**src/rtl/xge_mac_pkg.sv**
```systemverilog
// Shared 10GE MAC definitions: link fault codes, XGMII control characters,
// fault ordered-set words and the TX fault sequencer state type.
package xge_mac_pkg;

  localparam logic [1:0] LINK_FAULT_OK     = 2'd0;
  localparam logic [1:0] LINK_FAULT_LOCAL  = 2'd1;
  localparam logic [1:0] LINK_FAULT_REMOTE = 2'd2;

  localparam logic [7:0] XGMII_IDLE      = 8'h07;
  localparam logic [7:0] XGMII_START     = 8'hFB;
  localparam logic [7:0] XGMII_TERMINATE = 8'hFD;
  localparam logic [7:0] XGMII_SEQUENCE  = 8'h9C;

  // Remote Fault ordered set, one 32-bit column, byte0 in the low bits
  localparam logic [31:0] RF_COLUMN_D = {8'h02, 8'h00, 8'h00, XGMII_SEQUENCE};
  localparam logic [3:0]  RF_COLUMN_C = 4'b0001;

  localparam logic [63:0] RF_WORD_D   = {2{RF_COLUMN_D}};
  localparam logic [7:0]  RF_WORD_C   = {2{RF_COLUMN_C}};
  localparam logic [63:0] IDLE_WORD_D = {8{XGMII_IDLE}};
  localparam logic [7:0]  IDLE_WORD_C = '1;

  typedef enum logic [1:0] {
    PASS      = 2'd0,
    DRAIN     = 2'd1,
    SEND_RF   = 2'd2,
    SEND_IDLE = 2'd3
  } tx_fault_state_t;

  // True when a byte lane carries the given control character
  function automatic logic is_ctrl_char(input logic [7:0] data, input logic ctrl,
                                        input logic [7:0] ch);
    return ctrl && (data == ch);
  endfunction

endpackage

```
**src/rtl/xgmii_frame_tracker.sv**
```systemverilog
// Tracks frame occupancy of a 64-bit XGMII TX word stream: Start in lane 0 or
// lane 4, Terminate in any byte. boundary is high when the stream is outside a
// frame after the current word.
import xge_mac_pkg::*;

module xgmii_frame_tracker (
  input  logic        clk,
  input  logic        reset,
  input  logic [63:0] txd,
  input  logic [7:0]  txc,
  output logic        start_seen,
  output logic        boundary
);

  logic in_frame;
  logic in_frame_next;
  logic start_lo;
  logic start_hi;
  logic term_lo;
  logic term_hi;

  assign start_lo   = is_ctrl_char(txd[7:0],   txc[0], XGMII_START);
  assign start_hi   = is_ctrl_char(txd[39:32], txc[4], XGMII_START);
  assign start_seen = start_lo | start_hi;

  // Terminate detection split by column so byte order against a lane-4 Start is known
  always_comb begin
    term_lo = 1'b0;
    term_hi = 1'b0;
    for (int unsigned i = 0; i < 4; i++) begin
      if (is_ctrl_char(txd[8*i +: 8], txc[i], XGMII_TERMINATE))
        term_lo = 1'b1;
      if (is_ctrl_char(txd[32+8*i +: 8], txc[4+i], XGMII_TERMINATE))
        term_hi = 1'b1;
    end
  end

  // Later bytes win: an upper Terminate ends any frame, a lane-4 Start reopens
  // after a lower Terminate, a lane-0 Start is overridden by a later Terminate.
  always_comb begin
    if (term_hi)       in_frame_next = 1'b0;
    else if (start_hi) in_frame_next = 1'b1;
    else if (term_lo)  in_frame_next = 1'b0;
    else if (start_lo) in_frame_next = 1'b1;
    else               in_frame_next = in_frame;
  end

  assign boundary = ~in_frame_next;

  // Frame occupancy register
  always_ff @(posedge clk) begin
    if (reset) in_frame <= 1'b0;
    else       in_frame <= in_frame_next;
  end

endmodule

```
**src/rtl/tx_fault_seq.sv**
```systemverilog
// XGMII TX link fault responder: passes MAC words, or replaces them with
// Remote Fault (local fault seen) or Idle (remote fault seen), switching only
// at frame boundaries and holding the override HOLD_CYCLES clocks after the
// fault clears. Optional statistics ports enabled by TX_FAULT_STATS_EN.
import xge_mac_pkg::*;

module tx_fault_seq #(
  parameter int unsigned HOLD_CYCLES = 64
) (
  input  logic        clk_xgmii_tx,
  input  logic        reset_xgmii_tx,
  input  logic [1:0]  link_fault,
  input  logic [63:0] mac_txd,
  input  logic [7:0]  mac_txc,
  output logic [63:0] xgmii_txd,
  output logic [7:0]  xgmii_txc,
  output logic        mac_tx_hold,
  output logic        status_fault_tx
`ifdef TX_FAULT_STATS_EN
  ,
  output logic [15:0] stat_fault_entries,
  output logic [15:0] stat_frames_dropped
`endif
);

  localparam int unsigned HW = $clog2(HOLD_CYCLES + 1);
  localparam logic [HW-1:0] HOLD_MAX = HW'(HOLD_CYCLES);

  tx_fault_state_t state;
  tx_fault_state_t state_next;
  tx_fault_state_t fault_target;
  logic [HW-1:0]   hold_cnt;
  logic            fault;
  logic            in_override;
  logic            next_override;
  logic            boundary;
  logic            start_seen;

  xgmii_frame_tracker u_tracker (
    .clk        (clk_xgmii_tx),
    .reset      (reset_xgmii_tx),
    .txd        (mac_txd),
    .txc        (mac_txc),
    .start_seen (start_seen),
    .boundary   (boundary)
  );

  assign fault         = (link_fault != LINK_FAULT_OK);
  // 2'b11 is not a legal code and is handled as a local fault
  assign fault_target  = (link_fault == LINK_FAULT_REMOTE) ? SEND_IDLE : SEND_RF;
  assign in_override   = (state == SEND_RF) || (state == SEND_IDLE);
  assign next_override = (state_next == SEND_RF) || (state_next == SEND_IDLE);

  assign mac_tx_hold     = (state != PASS);
  assign status_fault_tx = in_override;

  // Next-state selection
  always_comb begin
    state_next = state;
    case (state)
      PASS: begin
        if (fault) state_next = boundary ? fault_target : DRAIN;
      end
      DRAIN: begin
        if (boundary) state_next = fault ? fault_target : PASS;
      end
      default: begin
        if (fault)                                   state_next = fault_target;
        else if (hold_cnt == HOLD_MAX && boundary)   state_next = PASS;
      end
    endcase
  end

  // State register
  always_ff @(posedge clk_xgmii_tx) begin
    if (reset_xgmii_tx) state <= PASS;
    else                state <= state_next;
  end

  // Hold timer: counts fault-free clocks in an override state, saturating
  always_ff @(posedge clk_xgmii_tx) begin
    if (reset_xgmii_tx)              hold_cnt <= '0;
    else if (fault || !in_override)  hold_cnt <= '0;
    else if (hold_cnt != HOLD_MAX)   hold_cnt <= hold_cnt + 1'b1;
  end

  // Output word register: one clock latency in every state
  always_ff @(posedge clk_xgmii_tx) begin
    if (reset_xgmii_tx) begin
      xgmii_txd <= IDLE_WORD_D;
      xgmii_txc <= IDLE_WORD_C;
    end else begin
      case (state)
        SEND_RF: begin
          xgmii_txd <= RF_WORD_D;
          xgmii_txc <= RF_WORD_C;
        end
        SEND_IDLE: begin
          xgmii_txd <= IDLE_WORD_D;
          xgmii_txc <= IDLE_WORD_C;
        end
        default: begin
          xgmii_txd <= mac_txd;
          xgmii_txc <= mac_txc;
        end
      endcase
    end
  end

`ifdef TX_FAULT_STATS_EN
  // Saturating counts of override entries and of frames started during override
  always_ff @(posedge clk_xgmii_tx) begin
    if (reset_xgmii_tx) begin
      stat_fault_entries  <= '0;
      stat_frames_dropped <= '0;
    end else begin
      if (!in_override && next_override && stat_fault_entries != '1)
        stat_fault_entries <= stat_fault_entries + 1'b1;
      if (in_override && start_seen && stat_frames_dropped != '1)
        stat_frames_dropped <= stat_frames_dropped + 1'b1;
    end
  end
`else
  logic unused_start_seen;
  assign unused_start_seen = start_seen;
`endif

endmodule

```
**config.mk**
```make
export PLATFORM = sky130hd
export DESIGN_NAME = tx_fault_seq
export DESIGN_NICKNAME = d
export VERILOG_FILES = /design/src/rtl/xge_mac_pkg.sv /design/src/rtl/xgmii_frame_tracker.sv /design/src/rtl/tx_fault_seq.sv
export SDC_FILE = /design/constraint.sdc
export NUM_CORES = 1
export LEC_CHECK = 0
export BUFFER_PORTS_ARGS = -buffer_cell sky130_fd_sc_hd__buf_4
export CAP_MARGIN = 20
export CORE_MARGIN = 1.5
export CORE_UTILIZATION = 47
export CTS_BUF_LIST = sky130_fd_sc_hd__clkbuf_4 sky130_fd_sc_hd__clkbuf_8 sky130_fd_sc_hd__clkbuf_16
export CTS_CLUSTER_DIAMETER = 200
export DETAILED_ROUTE_END_ITERATION = 8
export GPL_TIMING_DRIVEN = 0
export PLACE_DENSITY_LB_ADDON = 0.3
export SYNTH_ARGS = -nofsm -noshare
export SYNTH_HDL_FRONTEND = slang
export SYNTH_HIERARCHICAL = 1
export SYNTH_SLANG_ARGS = --single-unit
```
**constraint.sdc**
```tcl
create_clock -name clk_xgmii_tx -period 3.6 [get_ports clk_xgmii_tx]
set_input_delay 0.36 -clock clk_xgmii_tx [delete_from_list [all_inputs] [get_ports clk_xgmii_tx]]
set_output_delay 0.36 -clock clk_xgmii_tx [all_outputs]
set_load 0.005 [all_outputs]
```
== After elaboration in Yosys (flattened, before gate mapping) ==
Cells that the tools add are included.

* Register bits after elaboration: 82
* Input port bits: 76

* $add $sub $neg: 1
* Equal/unequal tests: 18
* Mux-type cells: 22
* Bitwise operators: 1
* Reduce and logical (&&, ||, !) cells: 20

{| class="wikitable"
|+ Operator list
! kind !! count
|-
| case mux 64 bit (2 select lines) || 1
|-
| == test 8 bit, second input constant || 10
|-
| case mux 8 bit (2 select lines) || 1
|-
| two-way mux 1 bit || 13
|-
| two-way mux 2 bit || 6
|-
| logical AND 1 bit || 11
|-
| adder 7 x 1 -> 7 bit, second input constant || 1
|-
| == test 7 bit, second input constant || 1
|-
| != test 7 bit, second input constant || 1
|-
| == test 2 bit, second input constant || 3
|-
| != test 2 bit, second input constant || 2
|-
| case mux 2 bit (2 select lines) || 1
|-
| nonzero test 2 bit || 2
|-
| AND reduction 3 bit || 1
|-
| nonzero test 3 bit || 1
|-
| == test 2 x 1 -> 1 bit, second input constant || 1
|-
| zero test 2 bit || 1
|-
| logical OR 1 bit || 2
|-
| OR reduction 2 bit || 1
|-
| zero test 1 bit || 1
|-
| inverter 1 bit || 1
|}

== Logic depth before layout (Yosys ltp) ==
* Depth in word-level cells: 14
* Depth in mapped cells: 7
* Depth with buffers taken out: 7

== By module ==
The synthesis kept the hierarchy.

{| class="wikitable"
|+ Modules (own cells, without submodules)
! module !! instances !! cells an instance !! area each (µm²) !! seq. area each (µm²)
|-
| tx_fault_seq || 1 || 221 || 2501.1 || 1621.6
|-
| xgmii_frame_tracker || 1 || 42 || 275.3 || 20.0
|}

== Worst setup path before layout ==
No wires, ideal clock.

* Path kind: input-to-reg
* Start point: input mac_txd[35]
* End point: register state[1]
* Arrival: 1458 ps
* Setup slack: 2014 ps
* Stages on the path: 7
* Cells stage by stage: nand3_1 nor4b_4 or3_1 o211ai_1 inv_1 o31ai_2 a21oi_1

* Longest elaborated chain between the ends: 11
* Elaborated cells between the ends (all ways): 18

{| class="wikitable"
|+ RTL lines
! what !! line !! source
|-
| start, declared || tx_fault_seq.sv:13 || <nowiki>input logic [63:0] mac_txd,</nowiki>
|-
| == test 8 bit || xge_mac_pkg.sv:33 || <nowiki>return ctrl && (data == ch);</nowiki>
|-
| logical AND 1 bit || xge_mac_pkg.sv:33 ||
|-
| two-way mux 1 bit (4 in a row) || xgmii_frame_tracker.sv:33 || <nowiki>if (is_ctrl_char(txd[32+8*i +: 8], txc[4+i], XGMII_TERMINATE))</nowiki>
|-
| two-way mux 1 bit * || xgmii_frame_tracker.sv:41 || <nowiki>if (term_hi) in_frame_next = 1'b0;</nowiki>
|-
| inverter 1 bit * || xgmii_frame_tracker.sv:48 || <nowiki>assign boundary = ~in_frame_next;</nowiki>
|-
| named net boundary || tx_fault_seq.sv:36 || <nowiki>logic boundary;</nowiki>
|-
| logical AND 1 bit * || tx_fault_seq.sv:69 || <nowiki>else if (hold_cnt == HOLD_MAX && boundary) state_next = PASS;</nowiki>
|-
| nonzero test 3 bit (no line) * || -- ||
|-
| AND reduction 3 bit (no line) * || -- ||
|-
| end signal, assigned || tx_fault_seq.sv:77 || <nowiki>else state <= state_next;</nowiki>
|-
| end, declared || tx_fault_seq.sv:29 || <nowiki>tx_fault_state_t state;</nowiki>
|}

Mark *: on every way through the listed nets, which the timed path passes. The rest lies on a longest branch. The select of a mux whose other input is x is not followed.
A chain may end at the register's enable or synchronous reset.

== Final worst setup path ==
* Start point: register state[1]
* End point: output mac_tx_hold

* Longest elaborated chain between the ends: 1

{| class="wikitable"
|+ RTL lines
! what !! line !! source
|-
| nonzero test 2 bit || tx_fault_seq.sv:54 || <nowiki>assign mac_tx_hold = (state != PASS);</nowiki>
|-
| end, declared || tx_fault_seq.sv:17 || <nowiki>output logic mac_tx_hold,</nowiki>
|}

Every way passes these cells.

==> run summary <==
Timing
• false — unrepaired setup endpoints after global routing
• 541.1 MHz — Max Freq
• 0 — Setup violations, final
• 51.33% — post-route clock period utilization
• 0.5231 ns — slew at the pin with the worst max-slew slack
• 0 — Slew Viols, Final
• 0.2085 ns — Worst Hold Slack
• 0 — final number of hold-violating endpoints
• 0 ns — Setup TNS
• 1.848 ns — Final Critical Period
• 65.13% — remaining max-slew budget at the tightest pin
• 0.007435 ns — skew final

Global routing
• 14 — maximum number of pins on one net before global-route repair
• 23.60% — aggregate global-route resource usage
• 0 — initial antenna violation count
• 2313 — number of global-route vias before repair
• 11100 µm — wire length of the first global-routing pass
• 0 — remaining global-route overflow

Route
• 2445 — total number of vias
• 2853 µm — total routed wire length on the met1 layer
• 0 — post-route antenna net violation count
• 3980 µm — met2 wirelength from detailed routing
• 615 µm — met3 wirelength from detailed routing
• 7511 µm — final WL
• 15.08 µm — Avg WL per Cell
• 90 — DRT iter0 DRCs
• 4 — First-pass DRT Iterations
• met4 — top routing layer in use
• 0 — residual DRC count
• 4.910 — detail-routed via count per cell

Setup path
• 3 — Worst path depth
• 1.49 ns — arrival time worst endpoint
• clkbuf_1, or2_2, buf_4 — cells along the critical path
• 5 — length in cells of the worst reg-to-reg path
• output port — endpoint kind of the worst setup timing path
• 2 — crit path buf inv count
• 10 — highest fanout seen on the critical path
• buffers and inverters — Top Family by Delay on Critical Path
• 0.43 ns — max incr delay on CP
• 3.24 ns — CP required
• flop — kind of start point of the critical path
• sky130_fd_sc_hd__dfxtp_1 — CP max-delay cell
• flop to output port — critical path type

CTS
• 0 — number of cells upsized or downsized after cts
• sky130_fd_sc_hd__clkbuf_8 — cell at the root of the clock tree
• 0 — number of buffers inserted by post-CTS setup repair
• built — clock tree from TritonCTS
• 82 — number of clock sinks seen by CTS
• 2 — Bufs on Longest Clock Path
• 0 — Hold Buf Count CTS
• 0.08 ns — Reg clk slew, reported paths
• 3 — number of H-tree levels
• 0.35 ns — source-to-sink clock delay at the later pin of the worst-skew pair
• 9 — TritonCTS buffer count

Die
• 150 — I/O pin total
• 27 — standard-cell rows
• 79.77 µm — overall die width
• 49.40% — starting utilization of the core area
• 6363 µm² — die area
• 5608 µm² — Core Box Area
• 79.77 µm — vertical extent of the die

Pwr
• 13.0% — logic gate share of total power
• 22.21% — switching share of power
• 49.3% — part of the power in registers
• 1544 µW — internal power consumption
• 37.6% — portion of total power attributed to the clock network
• 0.2837 mV — IR Drop Worst-Case VDD
• 440.9 µW — net switching power figure
• 472.0 nW/µm² — PD cells
• 0.001910 µW — leakage component of the power

Cells and area
• sky130_fd_sc_hd__buf_4, sky130_fd_sc_hd__dfxtp_1, sky130_fd_sc_hd__and2_1 — leading cell types in the layout, fill and taps excluded
• 42.02% — proportion of layout cells with a drive suffix above 1
• 500 — Layout Nets
• 51.81% — growth of design area from synthesis to finish
• sky130_fd_sc_hd__buf_4 — commonest non-fill, non-tap cell in the layout
• 0 — # diodes
• 498 — post-route non-filler standard cell count

Job
• 0 — Maximum Capacitance Violations

Logic synthesis
• 262 — Syn Inst Count
• 6 — total of warnings raised by yosys
• 2770 µm² — combined area of all synthesized cells
• 340 — number of nets in the synthesized netlist
• 10.57 µm² — Post-Synthesis Mean Instance Area

Worst hold path
• primary input to flop — type of the most critical hold path
• 2 — Worst Hold Depth

Placed design
• 149 — PortBufs
• 0.7935 — RePlAce Congestion
• 5651 µm — Post-DP HPWL
• 483 — # placed instances

Status
• completed — result of the run

## sequential cells by signal, summed over array words and instances (netlist names)
signal	flops
hold_cnt	7
state	2
u_tracker/in_frame	1
xgmii_txc	8
xgmii_txd	64
## cell type report
cell class | instances | area [µm²]
Sequential cell | 82 | 1642
Fill cell | 423 | 1403
Timing Repair Buffer | 149 | 1119
Multi-Input combinational cell | 160 | 1047
Clock buffer | 11 | 151.4
Tap cell | 72 | 90.09
Clock inverter | 4 | 75.07
Buffer | 14 | 58.81
Inverter | 6 | 22.52
## power by group through the flow
stage	Combinational [µW]	Sequential (µW)	Clock [µW]
after floorplan	70.7	1010	0
after global placement	254	1000	0
after detailed placement	259	1000	0
after CTS	261	979	754
after global routing	280	984	787
final	259	979	747
## stage by stage
step	cell area [µm²]	utilization, %	power [µW]	setup WS [ns]
detailed placement	3979	70.95	1260	1.634
finish	4205	74.99	1985	1.752
floorplan	2770	-	1078	2.017
global placement	3979	70.95	1253	1.657
global route	4205	74.99	2051	1.632
CTS	4205	74.99	1995	1.738
## routing by layer
metal	vias to the layer above	track usage, %
met2	104	43.73
li1	1207	-
met3	8	6.743
met5	-	0
met1	1126	25.45
met4	0	8.103
## worst paths after layout
| check | startpoint | to | slack, ns |
|---|---|---|---|
| worst max register to register | u_tracker/in_frame | state[1] | 2.17 |
| worst min register to register | hold_cnt[6] | hold_cnt[6] | 0.50 |
| worst max-delay path | state[1] | mac_tx_hold | 1.75 |
| worst min-delay path | mac_txc[0] | xgmii_txc[0] | 0.21 |
Note: power is estimated with default switching activity, not from simulation.
